==> src/rtl/wb_regfile.sv <==
// Write-back register file: 32 GPRs (r0 hardwired to zero), HI/LO pair and a retired-write
// counter. Reads are combinational with same-cycle bypass of the write being retired.
module wb_regfile #(
  parameter int DATA_W = 32,
  parameter int ADDR_W = 5,
  parameter int NREGS  = 32
) (
  input  logic              clk,
  input  logic              rst,
  input  logic              we,
  input  logic [ADDR_W-1:0] waddr,
  input  logic [DATA_W-1:0] wdata,
  input  logic              re1,
  input  logic [ADDR_W-1:0] raddr1,
  output logic [DATA_W-1:0] rdata1,
  input  logic              re2,
  input  logic [ADDR_W-1:0] raddr2,
  output logic [DATA_W-1:0] rdata2,
  input  logic              whilo,
  input  logic [DATA_W-1:0] hi_i,
  input  logic [DATA_W-1:0] lo_i,
  output logic [DATA_W-1:0] hi_o,
  output logic [DATA_W-1:0] lo_o,
  output logic [DATA_W-1:0] wr_cnt
);

  logic [DATA_W-1:0] regs [NREGS];
  logic [DATA_W-1:0] hi_q;
  logic [DATA_W-1:0] lo_q;
  logic [DATA_W-1:0] cnt_q;
  logic              wr_ok;

  // Writes to r0 are dropped entirely, so they neither land in storage nor count.
  assign wr_ok = we && (waddr != '0);

  always_ff @(posedge clk or negedge rst) begin
    if (!rst) begin
      for (int i = 0; i < NREGS; i++) regs[i] <= '0;
      hi_q  <= '0;
      lo_q  <= '0;
      cnt_q <= '0;
    end else begin
      if (wr_ok) begin
        regs[waddr] <= wdata;
        cnt_q       <= cnt_q + DATA_W'(1);
      end
      if (whilo) begin
        hi_q <= hi_i;
        lo_q <= lo_i;
      end
    end
  end

  // Bypass priority: disabled port / r0 first, then the in-flight write, then storage.
  assign rdata1 = (!rst || !re1 || raddr1 == '0) ? '0 :
                  (we && waddr == raddr1)        ? wdata : regs[raddr1];
  assign rdata2 = (!rst || !re2 || raddr2 == '0) ? '0 :
                  (we && waddr == raddr2)        ? wdata : regs[raddr2];

  assign hi_o   = !rst ? '0 : (whilo ? hi_i : hi_q);
  assign lo_o   = !rst ? '0 : (whilo ? lo_i : lo_q);
  assign wr_cnt = cnt_q;

endmodule

==> config.mk <==
export PLATFORM = sky130hd
export DESIGN_NAME = wb_regfile
export DESIGN_NICKNAME = d
export VERILOG_FILES = /design/src/rtl/wb_regfile.sv
export SDC_FILE = /design/constraint.sdc
export NUM_CORES = 2
export LEC_CHECK = 0
export BUFFER_PORTS_ARGS = -buffer_cell sky130_fd_sc_hd__buf_2
export CAP_MARGIN = 30
export CORE_ASPECT_RATIO = 1.2
export CORE_MARGIN = 2
export CORE_UTILIZATION = 35
export DETAILED_ROUTE_END_ITERATION = 6
export RECOVER_POWER = 50
export SETUP_SLACK_MARGIN = 0.4
export SYNTH_ARGS = -nofsm -noshare
export SYNTH_HDL_FRONTEND = slang
export SYNTH_SLANG_ARGS = --single-unit
==> constraint.sdc <==
create_clock -name clk -period 4.4 [get_ports clk]
set_input_delay 0.88 -clock clk [delete_from_list [all_inputs] [get_ports clk]]
set_output_delay 0.88 -clock clk [all_outputs]
set_load 0.02 [all_outputs]
==> out/qor.yml <==
sta:
  rsz0062_at_grt: "true"
  fin_crit_sh_pct: 92.7
  whs_ns: 0.262
  finalWorstPathRequiredPeriod_ns: 4.08
  timing.setup.tns_ns: 0
  finalMaxSlewViolations: 630
  worstMarginPinSlew_ns: 2.62
  max_freq_ghz: 0.245
  setup_violations: 0
  slew_headroom_pct: -74.4
  finalHoldViolations: 0
  skew_ns: 0.0583
route:
  drt_wl_total_um: 204000
  avgRoutedWirePerCell_um: 30.7
  vias: 40200
  firstDrtPassIters: 6
  detail-route-antenna-nets: 0
  routed_via_density: 6.04
  drtIter0Drc: 4102
  drt_drc_violations_left: 0
power_and_ir_drop:
  power_mw: 30.4
  power.internal_mw: 21.9
  powerDensity_nw_per_um2: 443
  cellLeakagePower_nw: 30.1
  power_switching_mw: 8.52
  swShare_pct: 28.0
  pwr-share-clk_pct: 35.6
  seqPwrFrac_pct: 44.6
  power_frac_comb_pct: 19.9
  peakVddDrop_mv: 0.399
die:
  start_util_pct: 35.2
  die_width_um: 379
  io_pins: 277
  die_h_um: 454
  die_area_um2: 172000
  rows: 165
  core_um2: 168000
synth:
  synth_top_cell_area_share_pct: 47.4
  syn_area_um2: 59100
  syn_nets: 4239
  async_flop_share_pct: 100
  synthTopCellsByCount: "dfrtp_1, mux2_2, mux4_2"
  ys_seq_area_share_pct: 47.4
  ys_ff_latch: 1120
  yosys-top-cells-area: "dfrtp_1, mux2_2, mux4_2"
  synth_cells: 4121
  synth_edf_count: 0
  synth.avg_cell_area_um2: 14.3
  yosysWarningCount: 0
  ys_types: 53
  synth_flop_cell: "dfrtp_1"
  yosys.area.top_type: "dfrtp_1"
  yosysMostFrequentCell: "dfrtp_1"
global_routing:
  grt_max_degree: 167
  grt_remaining_overflow: 0
  grt_pass1_vias: 39900
  grt_use_total_pct: 23.2
  grt_pass1_wl_um: 292000
  antenna_found_initial: 20
finish:
  fin_area_um2: 68600
  utilization_pct: 40.8
  area_growth_pct: 16.2
  drive_gt1_share_pct: 49.3
  nets: 4408
run_status:
  failed_checks: "max-capacitance violations, max-slew violations"
  status: "finished with violations"
cts:
  clkSinkCount: 1120
  htree_levels: 3
  cts_tree: "yes"
  cts_made_buffers: 120
  clock_latency_ns: 0.80
  cts.clk_slew.worst_paths_ns: 0.06
  root_buffer: "clkbuf_16"
  ctsLongestPathBuffers: 3
worst_setup_path:
  crit_path_end_kind: "output pin"
  required_ns: 3.52
  startpoint_type: "input pin"
  cp.arrival_ns: 3.20
  r2r_slack_ns: 1.96
  reg2reg_depth: 5
  timing.rr.end: "wr_cnt[23]$_DFFE_PN0P_"
  timing.rr.start: "wr_cnt[10]$_DFFE_PN0P_"
  criticalPathCategory: "in -> out"
  crit_fanout: 20
  crit_start: "waddr[2]"
placed_design:
  post_dp_cell_area_um2: 63800
  hpwl_um: 123000
  port_buffers: 276
  gp_congestion: 0.827
min_path:
  hold_path.class: "in -> async"
job:
  maxCapViolations: 16
-- placed cells by master, fill, tap and decap left out, types with 17 or more instances in the layout --
cell       synthesis  layout
a211oi_1          81      79
a21oi_1           94      90
a221o_1           31      29
a221oi_1          63      59
a22o_1            39      39
a22oi_1           80      79
and2_1            66      65
buf_12             0      49
buf_2            106     267
buf_4             31     123
clkbuf_1         272      41
clkbuf_16          0     127
clkbuf_8           0      29
clkinv_2           0      21
dfrtp_1         1120    1120
mux2_1             0      21
mux2_2          1043    1022
mux2i_1          288     288
mux4_2           385     385
nand2_1           66      55
nand3_1           17      17
nor2b_1           36      32
o21bai_1          31      31
o221ai_1          32      32
o22ai_1           31      31
xnor2_1           24      24
-- registers in the layout (all words and copies together) (netlist names) --
register / count
regs: 1024
hi_q: 32
lo_q: 32
wr_cnt: 32
-- power groups by stage --
stage | Sequential (mW) | Combinational [mW] | Clock (mW)
after floorplan | 13.3 | 4.38 | 0
after global placement | 13.6 | 5.86 | 0
after detailed placement | 13.7 | 5.95 | 0
after CTS | 13.5 | 6.02 | 11.0
after global routing | 13.8 | 6.45 | 11.4
final | 13.6 | 6.05 | 10.8
-- metrics by stage --
| step | instances | setup slack (ns) |
|---|---|---|
| 6_report | 6654 | 0.319 |
| 5_1_grt | 6646 | 0.235 |
| 4_1_cts | 6621 | 0.354 |
| 3_5_place_dp | 6384 | 0.148 |
| 3_3_place_gp | 6378 | 0.137 |
| 2_1_floorplan | 4121 | 0.696 |
-- logic make-up after synthesis --
kind of cell             count (synthesis)  synth area share (%)
AND/OR/NAND/NOR                        263                  2.44
buffers and inverters                  464                  3.53
XOR/XNOR                                41                 0.633
AO/OA/AOI/OAI                          516                  6.50
multiplexers                          1716                  39.4
adder cells (fa/ha/maj)                  1                0.0212
flip-flops                            1120                  47.4
-- critical path: stages --
cell,delay [ns]
clkbuf_1,0.32
clkbuf_1,0.53
xnor2_1,0.18
and3_1,0.25
nor2b_4,0.21
buf_12,0.19
a22o_1,0.38
buf_2,0.24
-- area by class of cell --
type	count	area (µm²)
flip-flops and latches	1120	28000
inverters	3	11.3
clock inverters	46	689
fillers	15700	99400
repair buffers	508	4290
well taps	2254	2820
diodes	10	25.0
multi-input cells	2537	29300
clock buffers	176	3520
-- worst max-delay path by stage --
stage                       to  slack, ns
floorplan           rdata2[27]       0.70
global placement    rdata1[31]       0.14
detailed placement  rdata1[31]       0.15
CTS                 rdata1[16]       0.35
global route        rdata1[27]       0.23
finish              rdata1[27]       0.32
-- routing by layer --
layer	wire length, µm	up-vias	global-route usage, %
li1	-	16200	-
met1	85700	21800	32.6
met2	93900	1858	36.0
met3	18300	345	4.47
met4	6430	12	7.66
met5	79	-	0
-- what timing repair did --
| action | CTS | global route |
|---|---|---|
| gates resized for setup | 23 | 35 |
| setup endpoints to repair | 37 | 50 |
| buffers inserted | 9 | 15 |
| cloned | 5 | 6 |
| pin swaps | 3 | 2 |
| hold endpoints to repair | 11 | 0 |
| hold buffers | 1 | 0 |
Note: power is estimated with default switching activity, not from simulation.
